[src/rtl/pll_lock_seq_if.sv]
// Signal bundle between the PLL lock sequencer and its PLL / software / downstream side.
// The slave modport is the sequencer; the master modport is whatever drives lock and relock.
interface pll_lock_seq_if;
    logic       pll_lock;
    logic       relock_req;
    logic       pll_rst;
    logic       sys_rst;
    logic       ready;
    logic       fail;
    logic [3:0] retry_cnt;
    logic [7:0] lock_loss_cnt;

    modport master (
        output pll_lock,
        output relock_req,
        input  pll_rst,
        input  sys_rst,
        input  ready,
        input  fail,
        input  retry_cnt,
        input  lock_loss_cnt
    );

    modport slave (
        input  pll_lock,
        input  relock_req,
        output pll_rst,
        output sys_rst,
        output ready,
        output fail,
        output retry_cnt,
        output lock_loss_cnt
    );
endinterface

[src/rtl/pll_lock_seq.sv]
// PLL reset/lock sequencer: holds the PLL in reset, qualifies lock, retries on timeout, relocks.
// Define PLL_LOCK_LOSS_CNT_EN to build the saturating lock-loss event counter.
module pll_lock_seq #(
    parameter int RST_HOLD_CYCLES     = 16,
    parameter int LOCK_STABLE_CYCLES  = 1024,
    parameter int LOCK_TIMEOUT_CYCLES = 65536,
    parameter int MAX_RETRY           = 3,
    parameter int CNT_W               = 17
) (
    input  logic          clk,
    input  logic          rst,
    pll_lock_seq_if.slave bus
);
    typedef enum logic [2:0] {
        S_HOLD      = 3'd0,
        S_WAIT_LOCK = 3'd1,
        S_STABLE    = 3'd2,
        S_RUN       = 3'd3,
        S_FAIL      = 3'd4
    } state_t;

    localparam logic [CNT_W-1:0] HOLD_LAST    = CNT_W'(RST_HOLD_CYCLES - 1);
    localparam logic [CNT_W-1:0] STABLE_LAST  = CNT_W'(LOCK_STABLE_CYCLES - 1);
    localparam logic [CNT_W-1:0] TIMEOUT_LAST = CNT_W'(LOCK_TIMEOUT_CYCLES - 1);
    localparam logic [3:0]       RETRY_MAX    = 4'(MAX_RETRY);

    state_t           state_q, state_d;
    logic [CNT_W-1:0] cnt_q, cnt_d;
    logic [3:0]       retry_q, retry_d;
    logic             lock_meta_q, lock_meta_d;
    logic             lock_s_q, lock_s_d;

    // pll_lock is asynchronous to clk; only lock_s_q may feed decisions.
    always_comb begin
        lock_meta_d = bus.pll_lock;
        lock_s_d    = lock_meta_q;
    end

    always_ff @(posedge clk or posedge rst) begin
        if (rst) begin
            state_q     <= S_HOLD;
            cnt_q       <= '0;
            retry_q     <= '0;
            lock_meta_q <= 1'b0;
            lock_s_q    <= 1'b0;
        end else begin
            state_q     <= state_d;
            cnt_q       <= cnt_d;
            retry_q     <= retry_d;
            lock_meta_q <= lock_meta_d;
            lock_s_q    <= lock_s_d;
        end
    end

    always_comb begin
        state_d = state_q;
        cnt_d   = cnt_q;
        retry_d = retry_q;
        if (bus.relock_req) begin
            state_d = S_HOLD;
            cnt_d   = '0;
            retry_d = '0;
        end else begin
            case (state_q)
                S_HOLD: begin
                    if (cnt_q == HOLD_LAST) begin
                        state_d = S_WAIT_LOCK;
                        cnt_d   = '0;
                    end else begin
                        cnt_d = cnt_q + CNT_W'(1);
                    end
                end
                S_WAIT_LOCK: begin
                    if (lock_s_q) begin
                        state_d = S_STABLE;
                        cnt_d   = '0;
                    end else if (cnt_q == TIMEOUT_LAST) begin
                        cnt_d = '0;
                        if (retry_q == RETRY_MAX) begin
                            state_d = S_FAIL;
                        end else begin
                            state_d = S_HOLD;
                            retry_d = retry_q + 4'd1;
                        end
                    end else begin
                        cnt_d = cnt_q + CNT_W'(1);
                    end
                end
                S_STABLE: begin
                    // A dropout restarts the whole timeout window but keeps the retry count.
                    if (!lock_s_q) begin
                        state_d = S_WAIT_LOCK;
                        cnt_d   = '0;
                    end else if (cnt_q == STABLE_LAST) begin
                        state_d = S_RUN;
                        cnt_d   = '0;
                        retry_d = '0;
                    end else begin
                        cnt_d = cnt_q + CNT_W'(1);
                    end
                end
                S_RUN: begin
                    if (!lock_s_q) begin
                        state_d = S_HOLD;
                        cnt_d   = '0;
                    end
                end
                S_FAIL: begin
                    state_d = S_FAIL;
                end
                default: begin
                    state_d = S_HOLD;
                    cnt_d   = '0;
                end
            endcase
        end
    end

    always_comb begin
        bus.pll_rst = 1'b0;
        bus.sys_rst = 1'b1;
        bus.ready   = 1'b0;
        bus.fail    = 1'b0;
        case (state_q)
            S_HOLD: begin
                bus.pll_rst = 1'b1;
            end
            S_RUN: begin
                bus.sys_rst = 1'b0;
                bus.ready   = 1'b1;
            end
            S_FAIL: begin
                bus.pll_rst = 1'b1;
                bus.fail    = 1'b1;
            end
            default: begin
                bus.pll_rst = 1'b0;
            end
        endcase
    end

    assign bus.retry_cnt = retry_q;

`ifdef PLL_LOCK_LOSS_CNT_EN
    logic       loss_evt;
    logic [7:0] loss_cnt_q, loss_cnt_d;

    // relock_req outranks a simultaneous RUN dropout, so that case is not a loss event.
    assign loss_evt = (state_q == S_RUN) && !lock_s_q && !bus.relock_req;

    always_comb begin
        loss_cnt_d = loss_cnt_q;
        if (loss_evt && (loss_cnt_q != 8'hFF)) begin
            loss_cnt_d = loss_cnt_q + 8'd1;
        end
    end

    always_ff @(posedge clk or posedge rst) begin
        if (rst) begin
            loss_cnt_q <= '0;
        end else begin
            loss_cnt_q <= loss_cnt_d;
        end
    end

    assign bus.lock_loss_cnt = loss_cnt_q;
`else
    assign bus.lock_loss_cnt = 8'd0;
`endif
endmodule

[src/flat_wrapper.sv]
// flat-port wrapper written by rule: the top's interface ports become plain ports
module pll_lock_seq_flat 
#(
    parameter int RST_HOLD_CYCLES     = 16,
    parameter int LOCK_STABLE_CYCLES  = 1024,
    parameter int LOCK_TIMEOUT_CYCLES = 65536,
    parameter int MAX_RETRY           = 3,
    parameter int CNT_W               = 17
)
  (clk, rst, bus_pll_lock, bus_relock_req, bus_pll_rst, bus_sys_rst, bus_ready, bus_fail, bus_retry_cnt, bus_lock_loss_cnt);
  pll_lock_seq_if bus_i ();
  input  logic clk;
  input  logic rst;
  input wire logic [$bits(bus_i.pll_lock)-1:0] bus_pll_lock;
  input wire logic [$bits(bus_i.relock_req)-1:0] bus_relock_req;
  output wire logic [$bits(bus_i.pll_rst)-1:0] bus_pll_rst;
  output wire logic [$bits(bus_i.sys_rst)-1:0] bus_sys_rst;
  output wire logic [$bits(bus_i.ready)-1:0] bus_ready;
  output wire logic [$bits(bus_i.fail)-1:0] bus_fail;
  output wire logic [$bits(bus_i.retry_cnt)-1:0] bus_retry_cnt;
  output wire logic [$bits(bus_i.lock_loss_cnt)-1:0] bus_lock_loss_cnt;
  assign bus_i.pll_lock = bus_pll_lock;
  assign bus_i.relock_req = bus_relock_req;
  assign bus_pll_rst = bus_i.pll_rst;
  assign bus_sys_rst = bus_i.sys_rst;
  assign bus_ready = bus_i.ready;
  assign bus_fail = bus_i.fail;
  assign bus_retry_cnt = bus_i.retry_cnt;
  assign bus_lock_loss_cnt = bus_i.lock_loss_cnt;
  pll_lock_seq #(.RST_HOLD_CYCLES(RST_HOLD_CYCLES), .LOCK_STABLE_CYCLES(LOCK_STABLE_CYCLES), .LOCK_TIMEOUT_CYCLES(LOCK_TIMEOUT_CYCLES), .MAX_RETRY(MAX_RETRY), .CNT_W(CNT_W)) u_core (.clk(clk), .rst(rst), .bus(bus_i));
endmodule
[config.mk]
export PLATFORM = sky130hd
export DESIGN_NAME = pll_lock_seq_flat
export DESIGN_NICKNAME = d
export VERILOG_FILES = /design/src/rtl/pll_lock_seq_if.sv /design/src/rtl/pll_lock_seq.sv /design/src/flat_wrapper.sv
export SDC_FILE = /design/constraint.sdc
export NUM_CORES = 1
export LEC_CHECK = 0
export CORE_UTILIZATION = 54
export CTS_CLUSTER_DIAMETER = 80
export DETAILED_ROUTE_END_ITERATION = 6
export GPL_TIMING_DRIVEN = 1
export PLACE_DENSITY = 0.84
export SLEW_MARGIN = 20
export SYNTH_ARGS = -nofsm -noshare
export SYNTH_HDL_FRONTEND = slang
export SYNTH_SLANG_ARGS = --single-unit
[constraint.sdc]
create_clock -name clk -period 3 [get_ports clk]
set_input_delay 0.45 -clock clk [delete_from_list [all_inputs] [get_ports clk]]
set_output_delay 0.45 -clock clk [all_outputs]
set_load 0.01 [all_outputs]
* After elaboration in Yosys (flattened, before gate mapping)
Index checks and enable logic that the tools add are counted.
Storage, ports and cells: RAM bits 0, logic and storage cells 59, input bits 4, bits in latches 0, memories kept 0, flip-flop bits (word level) 26, output and inout bits 16, memory bits (read-only) 0
Operators by class: eq/ne operators 18, reduce and logical (&&, ||, !) cells 6, $mul 0, $lt $le $gt $ge 0, bitwise gates (word level) 0, add/sub/neg operators 2, divide/modulo/power cells 0, shifts and indexed selects 0, mux-type cells 28
Operators with widths (number):
- two-way mux 17 bit | 7
- case mux 17 bit (5 select lines) | 1
- two-way mux 3 bit | 8
- two-way mux 4 bit | 6
- adder 17 x 1 -> 17 bit, second input constant | 1
- equality test 17 x 10 -> 1 bit, second input constant | 1
- equality test 17 x 16 -> 1 bit, second input constant | 1
- equality test 17 x 4 -> 1 bit, second input constant | 1
- case mux 3 bit (5 select lines) | 1
- inequality test 3 x 2 -> 1 bit, second input constant | 4
- inequality test 3 bit, second input constant | 3
- case mux 4 bit (2 select lines) | 1
- equality test 3 x 2 -> 1 bit, second input constant | 2
- AND reduction 6 bit | 1
- adder 4 x 1 -> 4 bit, second input constant | 1
- equality test 4 x 2 -> 1 bit, second input constant | 1
- two-way mux 1 bit | 4
- inequality test 4 x 2 -> 1 bit, second input constant | 1
- inequality test 4 bit, second input constant | 1
- AND reduction 4 bit | 1
- equality test 3 x 1 -> 1 bit, second input constant | 1
- equality test 3 bit, second input constant | 1
- logical NOT 3 bit | 1
- nonzero test 3 bit | 1
- other kinds (3) | 3

* Logic depth before layout (Yosys ltp)
Gate-level depths: netlist (run 1).
word-level depth 6, gate-level depth with buffers 14, depth with buffers taken out 13

* Worst setup path after synthesis (run 1)
OpenSTA, ideal clock, no wires.
path kind flip-flop to flip-flop, start point register u_core.cnt_q[0], end point register u_core.retry_q[2], in the netlist u_core.bus.retry_cnt[2], period minus slack after synthesis 2.509 ns, data required time 2.864 ns, arrival 2.373 ns, setup time 0.136 ns, slack 0.491 ns, stages on the path, launching flop included 14, path buffers 0, path through dfrtp_1 -> ha_1 -> and4_1 -> nand2_1 -> nor2_1 -> and3_1 -> and3_1 -> ha_1 -> nor4bb_1 -> o21ai_0 -> a21oi_1 -> a21oi_1 -> o21ai_0 -> o41ai_1
On the way: longest elaborated chain between the ends 3, elaborated cells between the ends (all ways) 5, those cells by class 4 x eq/ne; 1 x reduce/logical
RTL lines:
- from (decl) | RTL line pll_lock_seq.sv:28 | logic [CNT_W-1:0] cnt_q, cnt_d;
- from (signal assigned) | RTL line pll_lock_seq.sv:48 | cnt_q <= cnt_d;
- equality test 17 x 10 -> 1 bit / equality test 17 x 16 -> 1 bit (equally long branches) | RTL line pll_lock_seq.sv:94, pll_lock_seq.sv:77
- inequality test 3 x 2 -> 1 bit (no line)
- AND reduction 6 bit (no line) *
- to (signal assigned) | RTL line pll_lock_seq.sv:49 | retry_q <= retry_d;
- to (decl) | RTL line pll_lock_seq.sv:29 | logic [3:0] retry_q, retry_d;
Every way passes the cells marked *; elsewhere a longest branch is shown, timed or not. A chain may end at the register's enable or synchronous reset.

* Final worst setup path (run 1)
start point register u_core.cnt_q[0], end point register u_core.cnt_q[6]
On the way: longest elaborated chain between the ends 5, elaborated cells between the ends (all ways) 11, those cells by class 1 x add/sub; 3 x eq/ne; 7 x mux
RTL lines:
- adder 17 x 1 -> 17 bit, or another cell as far along | RTL line pll_lock_seq.sv:70, pll_lock_seq.sv:86, pll_lock_seq.sv:99
- two-way mux 17 bit, on equally long branches | RTL line pll_lock_seq.sv:94, pll_lock_seq.sv:77
- two-way mux 17 bit, on equally long branches | RTL line pll_lock_seq.sv:91, pll_lock_seq.sv:74
- case mux 17 bit (5 select lines) * | RTL line pll_lock_seq.sv:64 | case (state_q)
- two-way mux 17 bit * | RTL line pll_lock_seq.sv:59 | if (bus.relock_req) begin
Marks and branches as above.

==> metrics, run 1 <==
DR vias=1333; Die Y=55.6 microns; Max-cap violations=0; Max Freq=0.360 GHz; Inserted Diodes=0; Simple-Gate Fraction of Synth Area=24.7%; Worst Hold Class=flip-flop to flip-flop; Post-synth top cells=dfrtp_1, nor2_1, nand2_1; Mean Syn Cell Area=8.82 sq um; logic gate share of total power=8.0%; post-synthesis adder-cell area fraction=3.23%; Pre-Repair DR Iteration Count=4; clock sink count=26; post-synthesis register bit count=26; area share of the largest cell type after synthesis=41.9%; GRT Overall Usage=21.4%; die area=3090 sq um; clock transition at the registers of the reported paths=0.13 ns; status=finished, final reports clean; max layer used=met4; drt first-iter violations=86; CORE AREA=2730 sq um; total power=0.000601 W; utilization after layout=61.7%; largest net degree at the start of global routing=27; Setup Skew=0.00741 ns; post-synth top area cell=dfrtp_1; drt wl/cell=14.6 microns; Power per Cell Area=356 nW/um^2; largest family of logic cells by synthesized area=simple AND/OR/NAND/NOR gates; global-route wire length before repair=5250 microns; Synth async-reset ratio=100%; Nets=195; gr ovfl total=0; Final HPWL DP=2280 microns; Detailed Route WL=3170 microns; Startpoint Class=flip-flop; Required @ worst endpoint=3.25 ns; layout overhead on the synthesized area=8.79%; clock period minus worst slack=2.78 ns; CTS tree=yes; Yosys warnings=0; Filler Cell Count=231; DP Area=1640 sq um; # port buffers=11; switching share of total power=24.5%; Seq/Total Area, Yosys=41.9%; xor/xnor share of the synthesized area=3.39%; Seq pwr share=62.6%; Yosys cell types=42; period utilization=92.6%; number of synthesized flops with an enable pin=0; Crit. End Element=flip-flop; CTS buffer count=3; CTS Buffer Depth=2; crit-path max FO=14; Lkg Pwr=0.750 nW; M1 WL=1360 microns; post-layout instance area=1690 sq um; vias in the first global route=1195; share of cells above drive strength 1=5.91%; met2 WL=1650 microns; H-tree Lvls=1; post-synthesis mux area share=0.726%; antenna violations before repair=0; ANT nets after route=0; pre-CTS WS=0.206 ns; count leader, synth=dfrtp_1; Slew Limit Fails=0; slew margin rel.=37.7%; # rows=19; final setup margin=0.223 ns; Remaining DRCs=0; met3 wire length=140 microns; Synth Flop Type=dfrtp_1; Worst-Margin Slew=0.929 ns; Synth area leaders=dfrtp_1, nor2_1, buf_4; Top Ports=20; net switching power figure=0.000147 W; worst hold slack=0.368 ns; arrival time worst endpoint=3.03 ns; Clk pwr share=29.5%; final setup fails=0; post-synthesis cell count=176; Clk Latency, worst-skew pair=0.32 ns; chip width=55.6 microns; Crit Path Class=flip-flop to flip-flop; clock root buffer=clkbuf_4; DR vias/cell=6.14; GP Congestion=0.802; Synth Area in Compound Gates=17.3%; Pint=0.000454 W; final hold vios=0; VDD IR max=0.389 mV; cell area after synthesis=1550 sq um; Initial Utilization=56.8%
==> critical path: stages, from the launching register on <==
cell	delay [ns]
dfrtp_1	0.44
ha_1	0.25
and4_1	0.22
nand2_1	0.08
nor2_1	0.05
and3_1	0.20
and3_1	0.20
ha_1	0.19
nor2_1	0.09
nand2_1	0.09
a31oi_1	0.36
buf_4	0.27
o21ai_0	0.11
a31oi_1	0.17
==> final cells by class <==
type | instances | area, sq um | area share (%)
Multi-Input combinational cell | 134 | 803 | 47.6
Sequential cell | 26 | 651 | 38.5
Timing Repair Buffer | 13 | 125 | 7.41
Tap cell | 31 | 38.8 | 2.30
Clock buffer | 4 | 36.3 | 2.15
Inverter | 9 | 33.8 | 2.00
==> power groups by stage <==
stage	Sequential [W]	Combinational, W	Clock (W)
2_1_floorplan	0.000379	0.0000458	0
3_3_place_gp	0.000382	0.0000461	0
3_5_place_dp	0.000382	0.0000486	0
4_1_cts	0.000376	0.0000480	0.000186
5_1_grt	0.000378	0.0000544	0.000195
6_report	0.000376	0.0000478	0.000177
==> timing repair <==
item / CTS / global route
resized for setup: 0 / 2
setup buffers: 0 / 0
hold buffers: 0 / 0
endpoints found under the hold margin: 0 / 0
setup endpoints to repair: 0 / 1
==> registers in the layout, summed over array words and instances (netlist names) <==
name	flops
u_core.cnt_q	17
u_core.bus.retry_cnt	4
u_core.state_q	3
u_core.lock_meta_q	1
u_core.lock_s_q	1
==> logic make-up after synthesis <==
group | after synthesis
flip-flops | 26
AND/OR/NAND/NOR | 74
buffers and inverters | 23
AO/OA/AOI/OAI | 41
adder cells (fa/ha/maj) | 4
other | 1
XOR/XNOR | 6
multiplexers | 1
==> placed cells by master, fill, tap and decap left out, drive strengths merged, types with 5 or more instances in the layout <==
cell type       n
nand3          10
inv             8
a21oi          10
xnor2           5
o21ai           8
nand2          16
clkdlybuf4s50  11
nor3            6
conb            8
dfrtp          26
a31oi           8
nor2           18
==> per-stage QoR <==
stage | TNS, ns | instances
4_1_cts | 0 | 217
3_5_place_dp | 0 | 213
6_report | 0 | 217
3_3_place_gp | 0 | 213
2_1_floorplan | 0 | 183
5_1_grt | -0.0166 | 217
==> worst paths after layout <==
path,from,end,slack [ns],depth (start not counted)
min,u_core.lock_meta_q,u_core.lock_s_q,0.37,0
min in group asynchronous,rst,u_core.cnt_q[3],0.50,2
min reg2reg,u_core.lock_meta_q,u_core.lock_s_q,0.37,0
max,u_core.cnt_q[0],u_core.cnt_q[6],0.22,13
max reg2reg,u_core.cnt_q[0],u_core.cnt_q[6],0.22,13
max in group asynchronous,rst,u_core.cnt_q[0],2.07,2
==> metal layers <==
layer | vias up | GRT usage (%)
met5 | - | 0
met4 | 0 | 5.71
met3 | 2 | 6.05
met2 | 36 | 38.0
met1 | 654 | 25.2
li1 | 641 | -
Note: power is estimated with default switching activity, not from simulation.
==> inputs of run 2 (changes only) <==
Settings changed: CORE_UTILIZATION 54 to 45, CTS_CLUSTER_DIAMETER 80 to 60, DONT_BUFFER_PORTS set to 1, PLACE_DENSITY 0.84 to 0.66.
==> run 2 against run 1 <==
  * Combinational power is 11% lower
  * Sequential share of layout area is 2.0 points higher
  * Cell count is 0.46% higher
  * Die area is 19% higher
  * Total power is 0.14% higher
  * Largest cell class unchanged
  * Critical endpoint is now u_core.cnt_q[14]
==> metrics, run 2 (synthesis gave the netlist of run 1 again) <==
status=finished, final reports clean (unchanged); # port buffers=0 (was 11); Seq pwr share=62.4% (was 62.6%); CTS Buffer Depth=2 (unchanged); Worst-Margin Slew=0.901 ns (was 0.929 ns); DP Area=1560 sq um (was 1640 sq um); Max-cap violations=0 (unchanged); pre-CTS WS=0.197 ns (was 0.206 ns); Clk Latency, worst-skew pair=0.33 ns (was 0.32 ns); logic gate share of total power=7.0% (was 8.0%); drt first-iter violations=98 (was 86); clock period minus worst slack=2.74 ns (was 2.78 ns); Sequential Area=651 sq um (unchanged); arrival time worst endpoint=3.01 ns (was 3.03 ns); DR vias/cell=5.78 (was 6.14); final setup fails=0 (unchanged); GP Congestion=0.814 (was 0.802); placed insts=214 (was 213); Detailed Route WL=2940 microns (was 3170 microns); CORE AREA=3150 sq um (was 2730 sq um); H-tree Lvls=1 (unchanged); Post-CTS Setup Bufs=0 (unchanged); period utilization=91.4% (was 92.6%); Initial Utilization=49.2% (was 56.8%); CP Cell Sequence=ha_1, and4_1, nand2_1, nor2_1, and3_1, and3_1, ha_1, nor2_1, nand2_1, a31oi_1, buf_12, or2b_1, a31oi_1 (was ha_1, and4_1, nand2_1, nor2_1, and3_1, and3_1, ha_1, nor2_1, nand2_1, a31oi_1, buf_4, o21ai_0, a31oi_1); slew margin rel.=39.6% (was 37.7%); Nets=183 (was 195); gr ovfl total=0 (unchanged); post-route insts no fill=218 (was 217); # rows=20 (was 19); CTS buffer count=3 (unchanged); Worst Hold Class=primary input to asynchronous set/reset pin (was flip-flop to flip-flop); ANT nets after route=0 (unchanged); Top Ports=20 (unchanged); # resized after CTS=0 (unchanged); antenna violations before repair=0 (unchanged); final setup margin=0.258 ns (was 0.223 ns); largest net degree at the start of global routing=27 (unchanged); Post-CTS Hold Buffers=0 (unchanged); CTS tree=yes (unchanged); Crit. End Element=flip-flop (unchanged); chip width=60.7 microns (was 55.6 microns); Worst path slowest cell=dfrtp_1 (unchanged); DR vias=1261 (was 1333); Required @ worst endpoint=3.27 ns (was 3.25 ns); crit-path max FO=21 (was 14); RSZ-0062 raised after global routing=false; Crit Path Class=flip-flop to flip-flop (unchanged); area of the multi-input gates=811 sq um (was 803 sq um); final hold vios=0 (unchanged); setup TNS=0 ns (unchanged); Clk pwr share=30.6% (was 29.5%); commonest non-fill, non-tap cell in the layout=dfrtp_1 (unchanged); largest register by flop count=u_core.cnt_q (unchanged); die area=3690 sq um (was 3090 sq um); share of cells above drive strength 1=6.32% (was 5.91%); worst reg2reg path depth=13 (unchanged); VDD IR max=0.246 mV (was 0.389 mV); Setup Skew=0.00476 ns (was 0.00741 ns); Largest register FFs=17 (unchanged); clock root buffer=clkbuf_4 (unchanged); Die Y=60.7 microns (was 55.6 microns); Lkg Pwr=0.715 nW (was 0.750 nW); Startpoint Class=flip-flop (unchanged); Final HPWL DP=2110 microns (was 2280 microns); Max Freq=0.365 GHz (was 0.360 GHz); Filler Cell Count=325 (was 231); global-route wire length before repair=5120 microns (was 5250 microns); Pint=0.000452 W (was 0.000454 W); Pre-Repair DR Iteration Count=4 (unchanged); most frequent cells in the layout=dfrtp_1, nor2_1, nand2_1 (unchanged); switching share of total power=24.9% (was 24.5%); drt wl/cell=13.5 microns (was 14.6 microns); post-layout instance area=1610 sq um (was 1690 sq um); GRT Overall Usage=18.9% (was 21.4%); Inserted Diodes=0 (unchanged); Slew Limit Fails=0 (unchanged); clock transition at the registers of the reported paths=0.15 ns (was 0.13 ns); Power per Cell Area=375 nW/um^2 (was 356 nW/um^2); vias in the first global route=1165 (was 1195); net switching power figure=0.000150 W (was 0.000147 W); clock sink count=26 (unchanged); total power=0.000602 W (was 0.000601 W); Remaining DRCs=0 (unchanged); layout overhead on the synthesized area=3.55% (was 8.79%); CP max stage delay=0.44 ns (about the same)
run 2: cell count changes in the layout (fill, tap and decap cells not counted), sizes merged:
cell | previous run | this run
buf | 2 | 1
clkdlybuf4s50 | 11 | 0
run 2: routing by layer:
metal	share of wire, %	track usage, %	up-vias
li1	-	-	611
met1	44	24.2	623
met2	51	33.0	25
met3	3.8	3.84	2
met4	0.71	4.55	0
met5	0	0	-
run 2: path summary, 6_finish.rpt:
path | slack, ns | end | from
max reg2reg | 0.26 | u_core.cnt_q[14] | u_core.cnt_q[0]
min in group clk | 0.13 | u_core.lock_meta_q | bus_pll_lock
max in group asynchronous | 2.52 | u_core.cnt_q[11] | rst
max | 0.26 | u_core.cnt_q[14] | u_core.cnt_q[0]
min | 0.07 | u_core.cnt_q[8] | rst
min reg2reg | 0.36 | u_core.lock_s_q | u_core.lock_meta_q
run 2: power by group through the flow:
stage	registers [W]	logic (W)	clock network, W
after floorplan	0.000379	0.0000458	0
after global placement	0.000380	0.0000412	0
after detailed placement	0.000382	0.0000427	0
after CTS	0.000376	0.0000432	0.000191
after global routing	0.000377	0.0000498	0.000202
final	0.000376	0.0000424	0.000184
run 2: metrics by stage:
step / utilization (%) / hold WS (ns)
after floorplan: - / 0.331
after global placement: 49.3 / 0.332
after detailed placement: 49.3 / 0.336
after CTS: 50.5 / 0.120
after global routing: 51.0 / 0.106
final: 51.0 / 0.0660
run 2: layout make-up:
cell class,count,share of cell area (%)
tap,44,3.43
sequential,26,40.5
multi-input combinational,134,50.5
inverter,9,2.10
clock buffer,4,2.26
timing repair buffer,1,1.25
run 2: worst max-delay path, delay by kind of cell (launching register included):
| kind | cells | cell delay, ns |
|---|---|---|
| AOI/OAI and AO/OA | 2 | 0.44 |
| and+or+nand+nor | 8 | 1.19 |
| buffers and inverters | 1 | 0.19 |
| adders and majority gates | 2 | 0.43 |
| DFF | 1 | 0.44 |
==> inputs of run 3 (changes only) <==
Settings changed: GPL_TIMING_DRIVEN 1 to 0.
==> run 3 against run 2 <==
  * Via count is 3.8% higher
  * Total power is 2.6% lower
  * Largest cell class unchanged
  * Die area stayed put
  * Final area is 5.7% higher
  * Clock power is 17% lower
  * First-iteration DRC count is 30% lower
  * Combinational power is 39% higher
  * Maximum frequency is 1.1% lower
  * Setup slack worse by 0.032 ns
  * Critical path type unchanged
  * Clock-buffer cell count is 1 lower
==> metrics, run 3 (synthesis gave the netlist of run 1 again) <==
Remaining DRCs=0 (unchanged); Required @ worst endpoint=3.24 ns (was 3.27 ns); share of cells above drive strength 1=12.8% (was 6.32%); CP max stage delay=0.43 ns (was 0.44 ns); DR vias/cell=5.64 (was 5.78); chip width=60.7 microns (unchanged); Detailed Route WL=3290 microns (was 2940 microns); Largest register FFs=17 (unchanged); crit-path max FO=10 (was 21); Initial Utilization=49.2% (unchanged); layout overhead on the synthesized area=9.44% (was 3.55%); Sequential Area=651 sq um (unchanged); # rows=20 (unchanged); most frequent cells in the layout=dfrtp_1, nor2_1, nand2_1 (unchanged); Filler Cell Count=320 (was 325); drt first-iter violations=69 (was 98); Lkg Pwr=0.767 nW (was 0.715 nW); status=finished, final reports clean (unchanged); GP Congestion=0.812 (was 0.814); Worst-Margin Slew=0.912 ns (was 0.901 ns); setup TNS=0 ns (unchanged); Top Ports=20 (unchanged); DP Area=1630 sq um (was 1560 sq um); clock root buffer=clkbuf_4 (unchanged); Max Freq=0.361 GHz (was 0.365 GHz); CTS Buffer Depth=2 (unchanged); clock transition at the registers of the reported paths=0.15 ns (about the same); die area=3690 sq um (unchanged); Final HPWL DP=2380 microns (was 2110 microns); gr ovfl total=0 (unchanged); Worst path slowest cell=dfrtp_1 (unchanged); Die Y=60.7 microns (unchanged); CTS buffer count=3 (unchanged); Slew Limit Fails=0 (unchanged); final setup fails=0 (unchanged); CP Cell Sequence=ha_2, and4_1, nand2_1, nor2_1, and3_1, and3_1, ha_1, nor2_1, nand2_1, a31oi_1, buf_6, buf_6, a21oi_1, a31oi_1 (was ha_1, and4_1, nand2_1, nor2_1, and3_1, and3_1, ha_1, nor2_1, nand2_1, a31oi_1, buf_12, or2b_1, a31oi_1); VDD IR max=0.144 mV (was 0.246 mV); Clk Latency, worst-skew pair=0.33 ns (about the same); Post-CTS Hold Buffers=0 (unchanged); largest net degree at the start of global routing=27 (unchanged); Nets=198 (was 183); RSZ-0062 raised after global routing=false (unchanged); Inserted Diodes=0 (unchanged); period utilization=92.4% (was 91.4%); CTS tree=yes (unchanged); Setup Skew=0.0111 ns (was 0.00476 ns); largest register by flop count=u_core.cnt_q (unchanged); Worst Hold Class=primary input to asynchronous set/reset pin (unchanged); DR vias=1309 (was 1261); vias in the first global route=1254 (was 1165); antenna violations before repair=0 (unchanged); area of the multi-input gates=823 sq um (was 811 sq um); final hold vios=0 (unchanged); Crit. End Element=flip-flop (unchanged); drt wl/cell=14.2 microns (was 13.5 microns); H-tree Lvls=1 (unchanged); CORE AREA=3150 sq um (unchanged); ANT nets after route=0 (unchanged); Power per Cell Area=345 nW/um^2 (was 375 nW/um^2); Startpoint Class=flip-flop (unchanged); post-layout instance area=1700 sq um (was 1610 sq um); R2R Setup Slk=0.23 ns (was 0.26 ns); Crit Path Class=flip-flop to flip-flop (unchanged); Pre-Repair DR Iteration Count=4 (unchanged); slew margin rel.=38.8% (was 39.6%); clock period minus worst slack=2.77 ns (was 2.74 ns); GRT Overall Usage=20.9% (was 18.9%); # port buffers=0 (unchanged); Max-cap violations=0 (unchanged); global-route wire length before repair=5710 microns (was 5120 microns); commonest non-fill, non-tap cell in the layout=dfrtp_1 (unchanged); clock sink count=26 (unchanged); arrival time worst endpoint=3.02 ns (was 3.01 ns)
run 3: cell types whose count changed in the layout (fill, tap and decap cells not counted), sizes merged:
| cell | delta |
|---|---|
| clkbuf | +3 |
| buf | +11 |
run 3: final timing paths:
kind | from | end | depth (start not counted)
hold reg to reg | u_core.lock_meta_q | u_core.lock_s_q | 0
min in group clk | bus_pll_lock | u_core.lock_meta_q | 0
setup / recovery | u_core.cnt_q[0] | u_core.cnt_q[12] | 14
setup reg to reg | u_core.cnt_q[0] | u_core.cnt_q[12] | 14
max in group asynchronous | rst | u_core.cnt_q[14] | 1
hold / removal | rst | u_core.cnt_q[4] | 1
run 3: cell type report:
class	count	share of cell area [%]
timing repair buffer	2	0.884
tap	44	3.24
sequential	26	38.3
clock buffer	3	1.33
multi-input combinational	134	48.5
inverter	9	1.99
buffer	14	5.75
run 3: metrics by stage:
step                std cells  setup slack (ns)  util (%)  power [W]  hold slack (ns)
global route              232           0.00919      53.8   0.000609            0.112
detailed placement        227            0.0765      51.8   0.000436            0.343
finish                    232             0.227      53.8   0.000587           0.0672
global placement          227             0.245      51.8   0.000433            0.333
CTS                       230            0.0268      52.5   0.000584            0.130
floorplan                 183             0.491         -   0.000424            0.331
run 3: power by group:
part | switching [W] | leakage [nW] | internal, W
registers | 0.0000128 | 0.356 | 0.000362
clock network | 0.000106 | 0.0138 | 0.0000471
logic | 0.0000328 | 0.398 | 0.0000263
total | 0.000151 | 0.767 | 0.000435
run 3: critical path: cells and delay by family, from the launching register on:
kind,cells,cell delay [ns]
AND/OR/NAND/NOR,7,0.93
buffers and inverters,2,0.36
adder cells (fa/ha/maj),2,0.40
flip-flops,1,0.43
AO/OA/AOI/OAI,3,0.58
run 3: layer usage:
metal | part of all wire (%) | global-route usage [%] | vias up
met5 | 0 | 0 | -
li1 | - | - | 642
met3 | 3.7 | 2.56 | 4
met1 | 44 | 27.7 | 630
met2 | 51 | 35.6 | 33
met4 | 0.97 | 6.82 | 0
run 3: what timing repair did:
item,CTS,global route
resized for setup,0,7
endpoints found under the setup margin,0,9
setup buffers,0,2
